## src/rtl/uart_pkg.sv

```systemverilog
// Shared UART definitions: FSM state encoding and oversampling constants.
// Used by both the receive and transmit stages.
package uart_pkg;

    localparam int OVERSAMPLE = 16;
    localparam int MID_TICK   = 7;

    typedef logic [1:0] state_t;

    localparam state_t ST_IDLE  = 2'd0;
    localparam state_t ST_START = 2'd1;
    localparam state_t ST_DATA  = 2'd2;
    localparam state_t ST_STOP  = 2'd3;

    function automatic int max_int(input int a, input int b);
        return (a > b) ? a : b;
    endfunction

endpackage

```

## src/rtl/uart_rx_if.sv

```systemverilog
// Receive-side bundle: tick/serial line into the receiver, byte/done/error out.
// Latency: none (wires only); backpressure: none, the consumer must take each done pulse.
interface uart_rx_if #(
    parameter int NB_DATA = 8
);
    logic               i_tick;
    logic               i_rx;
    logic [NB_DATA-1:0] o_data;
    logic               o_rx_done_tick;
    logic               o_frame_error;

    modport master (
        output i_tick, i_rx,
        input  o_data, o_rx_done_tick, o_frame_error
    );

    modport slave (
        input  i_tick, i_rx,
        output o_data, o_rx_done_tick, o_frame_error
    );
endinterface

```

## src/rtl/uart_rx_sync_2ff.sv

```systemverilog
// Two-flop synchroniser with asynchronous active-low reset to RST_VAL.
// Latency: 2 clocks d -> q; backpressure: none.
module sync_2ff #(
    parameter logic RST_VAL = 1'b1
) (
    input  logic clk,
    input  logic rst_n,
    input  logic d,
    output logic q
);
    logic meta;

    always_ff @(posedge clk or negedge rst_n) begin
        if (!rst_n) begin
            meta <= RST_VAL;
            q    <= RST_VAL;
        end else begin
            meta <= d;
            q    <= meta;
        end
    end
endmodule

```

## src/rtl/uart_rx.sv

```systemverilog
// 8N1 UART receiver with 16x oversampling; byte, done pulse and framing-error flag out.
// Latency: done ~2 clocks + (MID_TICK+1 + 16*NB_DATA + SB_TICK) ticks after start edge; backpressure: none.
module uart_rx
    import uart_pkg::*;
#(
    parameter int NB_DATA = 8,
    parameter int SB_TICK = 16
) (
    input  logic      i_clk,
    input  logic      i_reset,
    uart_rx_if.slave  bus
);
    localparam int S_W = $clog2(max_int(OVERSAMPLE, SB_TICK));
    localparam int N_W = $clog2(NB_DATA);

    state_t             state, state_nxt;
    logic [S_W-1:0]     s_q;
    logic [N_W-1:0]     n_q;
    logic [NB_DATA-1:0] b_q;
    logic               rx_s;

    logic s_mid, s_bit_end, s_stop_end, n_last;
    logic s_clr, s_inc, n_clr, n_inc, b_shift, frame_end;

    sync_2ff #(.RST_VAL(1'b1)) u_rx_sync (
        .clk   (i_clk),
        .rst_n (i_reset),
        .d     (bus.i_rx),
        .q     (rx_s)
    );

    assign s_mid      = (s_q == S_W'(MID_TICK));
    assign s_bit_end  = (s_q == S_W'(OVERSAMPLE - 1));
    assign s_stop_end = (s_q == S_W'(SB_TICK - 1));
    assign n_last     = (n_q == N_W'(NB_DATA - 1));

    always_ff @(posedge i_clk or negedge i_reset) begin
        if (!i_reset) state <= ST_IDLE;
        else          state <= state_nxt;
    end

    always_comb begin
        state_nxt = state;
        case (state)
            ST_IDLE:  if (!rx_s) state_nxt = ST_START;
            ST_START: if (bus.i_tick && s_mid) state_nxt = rx_s ? ST_IDLE : ST_DATA;
            ST_DATA:  if (bus.i_tick && s_bit_end && n_last) state_nxt = ST_STOP;
            ST_STOP:  if (bus.i_tick && s_stop_end) state_nxt = ST_IDLE;
            default:  state_nxt = ST_IDLE;
        endcase
    end

    always_comb begin
        s_clr     = 1'b0;
        s_inc     = 1'b0;
        n_clr     = 1'b0;
        n_inc     = 1'b0;
        b_shift   = 1'b0;
        frame_end = 1'b0;
        case (state)
            // Tick is deliberately ignored here; only the line edge matters.
            ST_IDLE: s_clr = ~rx_s;
            ST_START: if (bus.i_tick) begin
                if (s_mid) begin
                    s_clr = 1'b1;
                    n_clr = 1'b1;
                end else begin
                    s_inc = 1'b1;
                end
            end
            ST_DATA: if (bus.i_tick) begin
                if (s_bit_end) begin
                    s_clr   = 1'b1;
                    b_shift = 1'b1;
                    n_inc   = ~n_last;
                end else begin
                    s_inc = 1'b1;
                end
            end
            ST_STOP: if (bus.i_tick) begin
                if (s_stop_end) begin
                    s_clr     = 1'b1;
                    frame_end = 1'b1;
                end else begin
                    s_inc = 1'b1;
                end
            end
            default: ;
        endcase
    end

    always_ff @(posedge i_clk or negedge i_reset) begin
        if (!i_reset) begin
            s_q                <= '0;
            n_q                <= '0;
            b_q                <= '0;
            bus.o_data         <= '0;
            bus.o_rx_done_tick <= 1'b0;
            bus.o_frame_error  <= 1'b0;
        end else begin
            bus.o_rx_done_tick <= frame_end;
            if (s_clr)      s_q <= '0;
            else if (s_inc) s_q <= s_q + S_W'(1);
            if (n_clr)      n_q <= '0;
            else if (n_inc) n_q <= n_q + N_W'(1);
            if (b_shift)    b_q <= {rx_s, b_q[NB_DATA-1:1]};
            // A bad stop bit still delivers the byte; the error flag qualifies it.
            if (frame_end) begin
                bus.o_data        <= b_q;
                bus.o_frame_error <= ~rx_s;
            end
        end
    end
endmodule

```

## src/flat_wrapper.sv

```systemverilog
// flat-port wrapper written by rule: the top's interface ports become plain ports
module uart_rx_flat import uart_pkg::*;
#(
    parameter int NB_DATA = 8,
    parameter int SB_TICK = 16
)
  (i_clk, i_reset, bus_i_tick, bus_i_rx, bus_o_data, bus_o_rx_done_tick, bus_o_frame_error);
  uart_rx_if #(.NB_DATA(NB_DATA)) bus_i ();
  input  logic i_clk;
  input  logic i_reset;
  input wire logic [$bits(bus_i.i_tick)-1:0] bus_i_tick;
  input wire logic [$bits(bus_i.i_rx)-1:0] bus_i_rx;
  output wire logic [$bits(bus_i.o_data)-1:0] bus_o_data;
  output wire logic [$bits(bus_i.o_rx_done_tick)-1:0] bus_o_rx_done_tick;
  output wire logic [$bits(bus_i.o_frame_error)-1:0] bus_o_frame_error;
  assign bus_i.i_tick = bus_i_tick;
  assign bus_i.i_rx = bus_i_rx;
  assign bus_o_data = bus_i.o_data;
  assign bus_o_rx_done_tick = bus_i.o_rx_done_tick;
  assign bus_o_frame_error = bus_i.o_frame_error;
  uart_rx #(.NB_DATA(NB_DATA), .SB_TICK(SB_TICK)) u_core (.i_clk(i_clk), .i_reset(i_reset), .bus(bus_i));
endmodule
```

## config.mk

```make
export PLATFORM = sky130hd
export DESIGN_NAME = uart_rx_flat
export DESIGN_NICKNAME = d
export VERILOG_FILES = /design/src/rtl/uart_pkg.sv /design/src/rtl/uart_rx_if.sv /design/src/rtl/uart_rx_sync_2ff.sv /design/src/rtl/uart_rx.sv /design/src/flat_wrapper.sv
export SDC_FILE = /design/constraint.sdc
export NUM_CORES = 1
export LEC_CHECK = 0
export BUFFER_PORTS_ARGS = -buffer_cell sky130_fd_sc_hd__clkbuf_2
export CORE_UTILIZATION = 60
export DETAILED_ROUTE_END_ITERATION = 16
export PLACE_DENSITY = 0.81
export SLEW_MARGIN = 10
export SYNTH_ARGS = -nofsm -noshare
export SYNTH_HDL_FRONTEND = slang
export SYNTH_SLANG_ARGS = --single-unit
```

## constraint.sdc

```tcl
create_clock -name i_clk -period 2.95 [get_ports i_clk]
set_clock_uncertainty 0.2 [all_clocks]
set_input_delay 0.59 -clock i_clk [delete_from_list [all_inputs] [get_ports i_clk]]
set_output_delay 0.59 -clock i_clk [all_outputs]
set_load 0.005 [all_outputs]
```

# Word level (Yosys, flattened, before mapping)

Cells that the tools add are included.

Register bits: 29
Input port bits: 4
Output and inout bits: 10
Word-level logic and storage cells: 57

$add $sub $neg: 2
Equality and inequality tests: 10
Mux-type cells: 26
Bitwise logic cells: 2
Reductions and logical operators: 8

Operators with widths:

| kind                                                                  | number |
|---|---|
| 1-bit two-way mux                                                     | 14 |
| 2-bit two-way mux                                                     | 5 |
| 4-bit two-way mux                                                     | 2 |
| 2-bit one-hot mux with 4 select lines                                 | 1 |
| 3-bit two-way mux                                                     | 2 |
| 2-bit by 1-bit != test with 1-bit output, second input constant       | 3 |
| 4-bit by 1-bit adder with 4-bit output, second input constant         | 1 |
| 2-bit equality test, second input constant                            | 2 |
| 4-bit by 3-bit equality test with 1-bit output, second input constant | 1 |
| 4-bit equality test, second input constant                            | 1 |
| 4-bit AND reduction                                                   | 1 |
| 2-bit nonzero test                                                    | 2 |
| 3-bit by 1-bit adder with 3-bit output, second input constant         | 1 |
| 3-bit equality test, second input constant                            | 1 |
| 1-bit logical AND                                                     | 3 |
| 1-bit one-hot mux with 3 select lines                                 | 1 |
| 2-bit by 1-bit equality test with 1-bit output, second input constant | 1 |
| 2-bit zero test                                                       | 1 |
| 2-bit != test, second input constant                                  | 1 |
| 1-bit inverter                                                        | 2 |
| 1-bit one-hot mux with 2 select lines                                 | 1 |
| 2-bit OR reduction                                                    | 1 |

# Depth between registers and ports, before layout

Gate-level depths: netlist of run 1.

Depth after elaboration: 7
Mapped depth: 5
Mapped depth without buffers: 5

# By module

Synthesis of run 1 repeated with hierarchy kept, for this count alone.

Cells, all modules: 103
Area total of the unflattened synthesis: 1298.7 um^2

By module, submodules not included:

| module   | times used | cells each | area each (um^2) | sequential area each (um^2) |
|---|---|---|---|---|
| uart_rx  | 1          | 101        | 1246.2           | 675.6 |
| sync_2ff | 1          | 2          | 52.6             | 52.6 |

# Worst setup path after synthesis of run 1

Ideal clock, no wire load.

Path type: register to register
Start point: reg u_core.s_q[0]
End point: reg u_core.b_q[0]
Setup time: 0.125 ns
Arrival time: 1.462 ns
Required time: 2.625 ns
Path slack: 1.163 ns
Stages on the path, launching flop included: 6
Path buffers: 0
Clock period less this slack: 1.787 ns
Cell sequence: dfrtp_1 ha_1 and3_2 nand3_2 nor2_4 mux2_2

Cells in the longest elaborated chain, start to end: 4

Ends and longest elaborated chain:

| element                | line           | source |
|---|---|---|
| from (decl)            | uart_rx.sv:17  | `logic [S_W-1:0] s_q;` |
| from (signal assigned) | uart_rx.sv:103 | `else if (s_inc) s_q <= s_q + S_W'(1);` |
| 4-bit equality test    | uart_rx.sv:33  | `assign s_bit_end = (s_q == S_W'(OVERSAMPLE - 1));` |
| 1-bit two-way mux      | uart_rx.sv:72  | `if (s_bit_end) begin` |
| 1-bit two-way mux      | uart_rx.sv:71  | `ST_DATA: if (bus.i_tick) begin` |
| 1-bit two-way mux      | uart_rx.sv:60  | `case (state)` |
| to (signal assigned)   | uart_rx.sv:106 | `if (b_shift) b_q <= {rx_s, b_q[NB_DATA-1:1]};` |
| to (decl)              | uart_rx.sv:19  | `logic [NB_DATA-1:0] b_q;` |

No other way between the ends.
A chain may end at the register's enable or synchronous reset.

# Worst setup path in the final report of run 1

Start point: reg u_core.s_q[0]
End point: reg u_core.b_q[3]

Same word-level chain as after synthesis.

==> results of run 1 <==
through the flow:
stage	util (%)	hold WS, ns	setup slack [ns]	total power, uW
global route	73.25	0.1178	0.8183	1085
floorplan	-	0.09441	1.163	662.9
detailed placement	69.00	0.1513	0.9090	696.6
global placement	69.00	0.1463	0.9684	687.4
finish	73.25	0.09985	0.9069	1029
CTS	73.25	0.1217	0.9021	1036
layer usage:
metal,vias to the layer above,wire length [um]
met1,421,886
met2,24,1188
met3,6,86
met5,-,0
li1,406,-
met4,0,47
worst max path at each step:
stage / from / end / slack [ns] / cells after the start
2_1_floorplan: u_core.s_q[0] / u_core.b_q[0] / 1.16 / 5
3_3_place_gp: bus_i_tick / u_core.b_q[5] / 0.97 / 5
6_report: u_core.s_q[0] / u_core.b_q[3] / 0.91 / 5
4_1_cts: u_core.s_q[0] / u_core.b_q[3] / 0.90 / 5
5_1_grt: u_core.s_q[0] / u_core.b_q[3] / 0.82 / 5
3_5_place_dp: bus_i_tick / u_core.b_q[3] / 0.91 / 5
flip-flops by register name, indices dropped and copies added (netlist names), named ones only:
name and count:
u_core.state 1, u_core.n_q 3, u_core.b_q 8, u_core.bus.o_rx_done_tick 1, u_core.s_q 4, u_core.bus.o_data 8
u_core.bus.o_frame_error 1, u_core.u_rx_sync.q 1, u_core.u_rx_sync.meta 1
worst reg2reg max path, stage by stage (launching register included):
cell	delay, ns
dfrtp_1	0.41
ha_1	0.30
and3_2	0.28
nand3_2	0.12
nor2_4	0.24
mux2_2	0.37
cell usage in the layout (no fill, tap or decap), types with 3 or more instances in the layout:
master	netlist	final
nor2_1	8	8
clkbuf_4	0	5
o21ai_0	4	4
nand3_1	3	3
clkbuf_2	0	13
dfrtp_1	27	27
mux2_2	16	16
a21oi_1	6	6
nand2_1	3	3
mux2i_1	3	3
ha_1	3	3
final cells by class:
type / count / share of cell area (%)
Clock buffer: 7 / 3.754
Clock inverter: 1 / 2.048
Inverter: 2 / 0.5119
Multi-Input combinational cell: 67 / 37.29
Sequential cell: 29 / 49.66
Tap cell: 27 / 2.304
Timing Repair Buffer: 13 / 4.437
kinds of logic (layout without fill, tap and decap cells):
group,after synthesis,after routing,synth area share [%]
buffers and inverters,5,23,2.207
DFF,29,29,55.85
adders and majority gates,3,3,2.879
AOI/OAI and AO/OA,16,16,8.351
xor gates and xnor gates,1,1,0.6719
and+or+nand+nor,28,28,13.91
muxes,19,19,16.12
power groups by stage:
| stage | Clock (uW) | Sequential [uW] | Combinational [uW] |
|---|---|---|---|
| floorplan | 0 | 483 | 180 |
| global placement | 0 | 533 | 154 |
| detailed placement | 0 | 537 | 160 |
| CTS | 340 | 528 | 167 |
| global route | 362 | 538 | 185 |
| finish | 334 | 530 | 166 |
==> impl_metrics.ini, run 1 <==
[setup_path]
worst_r2r_startpoint = u_core.s_q[0]
worst_setup_path_start_kind = flip-flop
timing.critical_path.to_type = flip-flop
worst-endpoint-required_ns = 2.95
slowest_stage_cell_crit_path = dfrtp_1
critPathMaxFanout = 8
critical_path.top_delay_family = simple AND/OR/NAND/NOR gates
critical_path.n_buffers_inverters = 0
cp_slowest_stage_delay_ns = 0.41
critical_path_class = flip-flop to flip-flop
endpoint_arrival_time_on_the_critical_path_ns = 2.05
crit-reg2reg-capture = u_core.b_q[3]
cp_cell_sequence = ha_1 -> and3_2 -> nand3_2 -> nor2_4 -> mux2_2
timing.reg2reg.worst_path_depth = 5
regToRegSetupSlack_ns = 0.91

[clocking]
ctsResizeCount = 0
cts_max_path_bufs = 2
clock_insertion_delay_worst_skew_ns = 0.32
cts-htree-levels = 2
cts.root.buffer_cell = clkbuf_4
cts_buffers = 5
clkTransAtPathRegs_ns = 0.09
tritoncts_clock_tree = done
clkSinkCount = 29
ctsHoldBuffers = 0
cts_setup_buffers = 0

[synthesis]
yosys_most_used_dff = dfrtp_1
synth-seq-cells = 29
synthArstFlopShare_pct = 100.0
synth_area_um2 = 1304
synth_common_cells = dfrtp_1, mux2_2, nor2_1
top_post_synthesis_cells_by_area = dfrtp_1, mux2_2, dfstp_2, ha_1, a21oi_1
synthDominantAreaCellType = dfrtp_1
part_of_the_yosys_area_used_for_sequential_elements_pct = 55.85
postSynthCellCount = 101
synth_edf_count = 0
synthesis.nets = 108
synth_warnings = 0
yosys.area.top_type_share_pct = 51.82
yosys.cell_types.count = 30
syn_avg_cell_area_um2 = 12.91
yosysMostFrequentCell = dfrtp_1

[power]
p_int_uw = 718.0
p_per_area_nw_per_um2 = 701.8
p_seq_share_pct = 51.5
p_sw_share_pct = 30.24
total_leakage_power_uw = 0.0007012
clkPwrFrac_pct = 32.4
comb_power_share_pct = 16.1
power.switching_uw = 311.2
vdd_drop_max_v = 0.0005616

[placed_design]
place_area_um2 = 1381
place_congestion = 0.8177
total_instance_count_after_detailed_placement = 138
place_hpwl_um = 1515
place.port_buffers = 13

[die]
chipWidth_um = 48.62
boundaryPins = 14
core_region_area_um2 = 2002
die_y_um = 48.62
die_area_um2 = 2363
initial_util_pct = 65.12
core.rowCount = 16

[hold_path]
min_path_type = input pin to async pin

[global_routing]
grt_pass1_vias = 857
globalRoute.busiestLayer = met2
use_met2_pct = 37.96
grtUsageMet1_pct = 24.58
grt_start_max_net_pins = 30
grt_antenna_before_repair = 0
grt_remaining_overflow = 0
grt_usage_pct = 22.14
grt_pass1_wl_um = 3822
grt_use_met3_pct = 8.491

[detailed_routing]
detailroute.via_count = 857
routed_via_density = 5.870
drt-total-wl_um = 2208
drc = 0
dr.pass1.iters = 4
postRouteAntennaNets = 0
post_drt_wl_per_cell_um = 15.12
drtIter0Drc = 30

[cells_and_area]
n_fill_cell = 135
drive_above_1_share_pct = 39.50
final_cell_area_um2 = 1466
register_area_um2 = 728.2
stdcell_count = 146
antenna_cells = 0
multiInputGateArea_um2 = 546.8
nets = 125
areaGrowthSynthToFinish_pct = 12.48

[timing]
finalCritPeriodShare_pct = 69.26
timing_hold_violations_final = 0
final.min_clock_period_ns = 2.043
setup_repair_after_global_routing_missed_its_margin = false
fmax_mhz = 489.5
slew_at_the_pin_closest_to_its_max_slew_limit_ns = 0.7138
slew_viol_final = 0
finalSetupViolCount = 0
final.setup.tns_ns = 0
relSlewSlack_pct = 52.42

[outcome]
run_status = completed

[job]
maxCapViolCount = 0
Note: power is estimated with default switching activity, not from simulation.
==> run 2, diff against run 1 <==
--- a/config.mk
+++ b/config.mk
@@ -6,9 +6,9 @@
 export NUM_CORES = 1
 export LEC_CHECK = 0
 export BUFFER_PORTS_ARGS = -buffer_cell sky130_fd_sc_hd__clkbuf_2
-export CORE_UTILIZATION = 60
+export CORE_UTILIZATION = 51
 export DETAILED_ROUTE_END_ITERATION = 16
-export PLACE_DENSITY = 0.81
+export PLACE_DENSITY = 0.74
 export SLEW_MARGIN = 10
 export SYNTH_ARGS = -nofsm -noshare
 export SYNTH_HDL_FRONTEND = slang
==> constraint.sdc (replaced) <==
create_clock -name i_clk -period 1.8 [get_ports i_clk]
set_clock_uncertainty 0.2 [all_clocks]
set_input_delay 0.36 -clock i_clk [delete_from_list [all_inputs] [get_ports i_clk]]
set_output_delay 0.36 -clock i_clk [all_outputs]
set_load 0.005 [all_outputs]
==> run 2 against run 1 <==
  * Sequential cell count is the same
  * Sequential power increased by 50%
  * First-iteration DRC count fell by 77%
  * Count of clock-buffer cells in the layout stayed put
  * Global-route usage rose by 0.57 points
  * Routed wire length up 12%
  * Non-clock buffer count increased by 16
  * Setup slack got worse by 0.89 ns
  * Combinational power grew to 3.2 times the previous value
  * Die area grew 17%
  * Critical path type unchanged
==> impl_metrics.ini, run 2 (synthesized netlist as in run 1, its figures left out) <==
[outcome]
run_status = completed

[clocking]
tritoncts_clock_tree = done
clkSinkCount = 29
cts-htree-levels = 2
cts.root.buffer_cell = clkbuf_4
clkTransAtPathRegs_ns = 0.09
cts_buffers = 5
cts_max_path_bufs = 2
clock_insertion_delay_worst_skew_ns = 0.32

[die]
die_area_um2 = 2763
core_region_area_um2 = 2318
initial_util_pct = 56.23
boundaryPins = 14
chipWidth_um = 52.56
die_y_um = 52.56
core.rowCount = 17

[detailed_routing]
postRouteAntennaNets = 0
detailroute.via_count = 904
dr.pass1.iters = 4
drt-total-wl_um = 2463
routed_via_density = 5.546
post_drt_wl_per_cell_um = 15.11
drc = 0
drtIter0Drc = 7

[global_routing]
grt_start_max_net_pins = 30
grt_pass1_wl_um = 4188
grt_usage_pct = 22.71
grt_pass1_vias = 910
grt_antenna_before_repair = 0
grt_remaining_overflow = 0

[timing]
relSlewSlack_pct = 71.30
timing_hold_violations_final = 0
slew_viol_final = 0
hold-worst-slack_ns = 0.1606
final.setup.tns_ns = 0
finalSetupViolCount = 0
slew_at_the_pin_closest_to_its_max_slew_limit_ns = 0.4298
final_critical_path_setup_slack_ns = 0.01934
final.min_clock_period_ns = 1.781
finalCritPeriodShare_pct = 98.93
setup_repair_after_global_routing_missed_its_margin = true
fmax_mhz = 561.6

[cells_and_area]
finalCoreUtilization_pct = 72.91
antenna_cells = 0
layout_commonest_cell = dfrtp_1
drive_above_1_share_pct = 47.41
most-common-layout-cells = dfrtp_1, clkbuf_2, buf_4
nets = 141
areaGrowthSynthToFinish_pct = 29.65
largestRegisters = u_core.b_q x8, u_core.bus.o_data x8, u_core.s_q x4
stdcell_count = 163

[setup_path]
critical_path_class = flip-flop to flip-flop
slowest_stage_cell_crit_path = dfrtp_1
cp_cell_sequence = ha_4 -> and3_4 -> buf_6 -> buf_6 -> nand4_1 -> o21ai_1 -> a221o_1
cp_slowest_stage_delay_ns = 0.42
endpoint_arrival_time_on_the_critical_path_ns = 1.79
worst-endpoint-required_ns = 1.81
path_common_cell = buf_6
critical_path.top_delay_family = flip-flops
critPathMaxFanout = 6
critical_path.n_buffers_inverters = 2
worst_setup_path_start_kind = flip-flop
timing.critical_path.to_type = flip-flop

[power]
vdd_drop_max_v = 0.0008059
total_leakage_power_uw = 0.0007935
p_per_area_nw_per_um2 = 1111

[placed_design]
place_congestion = 0.8335
place_hpwl_um = 1578
pre_cts_setup_slack_ns = -0.1460
place.port_buffers = 13
total_instance_count_after_detailed_placement = 149

[hold_path]
min_path_type = flip-flop to flip-flop

[job]
maxCapViolCount = 0
run 2: changes by cell type in the layout (fill, tap and decap cells not counted), moves of 2 or more:
cell           before  now
buf_12              0    2
buf_4               0   10
buf_6               0    2
dlygate4sd3_1       0    2
mux2_2             16    8
mux2_4              0    8
run 2: final timing paths:
check                                       from  slack [ns]  cells after the start              endpoint
max                                u_core.s_q[0]        0.02                      7       u_core.state[0]
min                        u_core.u_rx_sync.meta        0.16                      0    u_core.u_rx_sync.q
max reg2reg                        u_core.s_q[0]        0.02                      7       u_core.state[0]
min reg2reg                u_core.u_rx_sync.meta        0.16                      0    u_core.u_rx_sync.q
max in group asynchronous                i_reset        0.72                      3    u_core.u_rx_sync.q
min in group asynchronous                i_reset        0.37                      3  u_core.bus.o_data[2]
run 2: area by class of cell:
cell class                 instances  area (um2)
sequential                        29       728.2
clock buffer                       7       55.05
inverter                           2       7.507
timing repair buffer              29       222.7
fill                             153       628.1
clock inverter                     1       30.03
tap                               28       35.03
multi-input combinational         67       611.8
run 2: layer usage:
metal / global-route usage, % / share of wire [%] / vias to the layer above
met4: 9.649 / 1.3 / 0
met2: 34.39 / 48 / 24
li1: - / - / 436
met1: 28.19 / 47 / 438
met5: 0 / 0 / -
met3: 9.855 / 4.4 / 6
run 2: report_power, final:
group / leakage, uW / switching, uW / internal [uW] / total (uW)
Sequential: 0.000380 / 74.2 / 723 / 797
Clock: 0.0000455 / 215 / 331 / 547
Combinational: 0.000368 / 287 / 247 / 533
run 2: per-stage QoR:
stage	cell area, um2	total power, uW
detailed placement	1470	1224
global route	1690	1993
global placement	1470	1198
floorplan	1304	1086
CTS	1673	1870
finish	1690	1877
run 2: what timing repair did:
action                                  4_1_cts  5_1_grt
endpoints found under the setup margin       13       13
hold buffers                                  2        0
gates resized for setup                      14        4
hold endpoints to repair                     28        0
pin swaps                                     5        4
buffers inserted                              4        0
==> run 3, diff against run 2 <==
--- a/config.mk
+++ b/config.mk
@@ -9,6 +9,8 @@
 export CORE_UTILIZATION = 51
 export DETAILED_ROUTE_END_ITERATION = 16
 export PLACE_DENSITY = 0.74
+export REMOVE_ABC_BUFFERS = 1
+export SKIP_LAST_GASP = 1
 export SLEW_MARGIN = 10
 export SYNTH_ARGS = -nofsm -noshare
 export SYNTH_HDL_FRONTEND = slang
==> run 3 against run 2 <==
  * The flow now finishes with violations (negative setup slack)
  * Via count decreased by 1.3%
  * Setup slack worse by 0.033 ns
  * First-iteration DRC count rose by 14%
  * Cell count is 0.61% lower
  * Largest cell class unchanged
==> impl_metrics.ini, run 3 (synthesized netlist as in run 1, its figures left out) <==
[setup_path]
worst-endpoint-required_ns = 1.81
timing.critical_path.from = u_core.s_q[1]
critical_path.n_buffers_inverters = 1
critical_path_class = flip-flop to flip-flop
worst_setup_path_start_kind = flip-flop
cp_slowest_stage_delay_ns = 0.41
crit-reg2reg-capture = u_core.b_q[1]
critPathMaxFanout = 7
worst_r2r_startpoint = u_core.s_q[1]
endpoint_arrival_time_on_the_critical_path_ns = 1.83
regToRegSetupSlack_ns = -0.01
path_depth = 6
timing.critical_path.to_type = flip-flop
cp_cell_sequence = ha_4 -> and3_2 -> nand3_2 -> nor2_4 -> buf_12 -> mux2_4
timing.reg2reg.worst_path_depth = 6
critical_path.top_delay_family = simple AND/OR/NAND/NOR gates
slowest_stage_cell_crit_path = dfrtp_1

[clocking]
clock_insertion_delay_worst_skew_ns = 0.33
cts.root.buffer_cell = clkbuf_4
tritoncts_clock_tree = done
clkSinkCount = 29
cts-htree-levels = 2
clkTransAtPathRegs_ns = 0.09
cts_buffers = 5
cts_max_path_bufs = 2

[placed_design]
place_congestion = 0.8839
place_area_um2 = 1450
place_hpwl_um = 1575
place.port_buffers = 13

[detailed_routing]
drt-total-wl_um = 2448
drtIter0Drc = 8
postRouteAntennaNets = 0
detailroute.via_count = 892
drc = 0
dr.pass1.iters = 2
post_drt_wl_per_cell_um = 15.11
routed_via_density = 5.506

[timing]
final_critical_path_setup_slack_ns = -0.01375
finalCritPeriodShare_pct = 100.8
slew_at_the_pin_closest_to_its_max_slew_limit_ns = 0.4209
slew_viol_final = 0
final.min_clock_period_ns = 1.814
final.setup.tns_ns = -0.02743
finalSetupViolCount = 4
timing_hold_violations_final = 0
fmax_mhz = 551.3
setup_repair_after_global_routing_missed_its_margin = true
relSlewSlack_pct = 71.90

[global_routing]
grt_start_max_net_pins = 30
grt_pass1_vias = 862
grt_usage_pct = 19.88
grt_remaining_overflow = 0
grt_antenna_before_repair = 0
grt_pass1_wl_um = 3732

[die]
die_area_um2 = 2763
core_region_area_um2 = 2318
core.rowCount = 17
boundaryPins = 14
die_y_um = 52.56
initial_util_pct = 56.23
chipWidth_um = 52.56

[cells_and_area]
multiInputGateArea_um2 = 618.1
register_area_um2 = 728.2
nets = 140
areaGrowthSynthToFinish_pct = 25.14
antenna_cells = 0
most-common-layout-cells = dfrtp_1, clkbuf_2, buf_4, mux2_2, nor2_1
n_fill_cell = 170
drive_above_1_share_pct = 48.51
layout_commonest_cell = dfrtp_1
largestRegisters = u_core.b_q x8, u_core.bus.o_data x8, u_core.s_q x4
finalCoreUtilization_pct = 70.37
final_cell_area_um2 = 1632

[outcome]
run_status = finished, violations left
violations = negative setup slack

[power]
total_leakage_power_uw = 0.0007598
p_per_area_nw_per_um2 = 1019
vdd_drop_max_v = 0.001039
totalPowerFinal_uw = 1663

[hold_path]
min_path_type = flip-flop to flip-flop
hold_depth = 0
worstHoldStart = u_core.u_rx_sync.meta
worst_hold_path.endpoint = u_core.u_rx_sync.q

[job]
maxCapViolCount = 0
-- run 3: area by class of cell --
type	count	share of cell area (%)
inverter	2	0.4601
timing repair buffer	27	11.50
sequential	29	44.63
multi-input combinational	68	37.88
clock buffer	5	2.301
clock inverter	3	1.074
tap	28	2.147
-- run 3: per-stage QoR --
| step | cells | hold slack, ns | setup WS (ns) |
|---|---|---|---|
| CTS | 159 | 0.1586 | -0.006452 |
| global placement | 148 | 0.1478 | 0.01090 |
| finish | 162 | 0.1606 | -0.01375 |
| floorplan | 98 | -0.1356 | 0.0003759 |
| global route | 162 | 0.1581 | -0.05118 |
| detailed placement | 148 | 0.1481 | -0.04284 |
-- run 3: worst reg2reg max path, stage by stage, from the launching register on --
cell and delay [ns]:
dfrtp_1 0.41, ha_4 0.19, and3_2 0.21, nand3_2 0.11, nor2_4 0.14, buf_12 0.14
mux2_4 0.30
-- run 3: timing repair --
action                                 in CTS  in global routing
gates cloned                                0                  1
setup buffers                               1                  2
setup endpoints to repair                  20                 19
hold buffers                                2                  0
pin swaps                                   2                  6
gates resized for setup                     2                 13
endpoints found under the hold margin      28                  0
-- run 3: where the power goes --
group / internal [uW] / switching [uW]
sequential: 723 / 88.0
clock: 147 / 235
combinational: 222 / 248
-- run 3: worst max path at each step --
stage                          endpoint  slack (ns)
after global routing      u_core.b_q[6]       -0.05
final                     u_core.b_q[1]       -0.01
after detailed placement  u_core.b_q[5]       -0.04
after floorplan           u_core.b_q[0]      0.0004
after CTS                 u_core.b_q[5]      -0.006
after global placement    u_core.b_q[7]        0.01
-- run 3: per-layer routing --
layer	track usage, %	vias to the layer above	part of all wire (%)
met5	0	-	0
met4	11.84	0	0.61
met3	6.087	4	3.0
met2	29.96	14	49
met1	24.90	438	48
li1	-	436	-
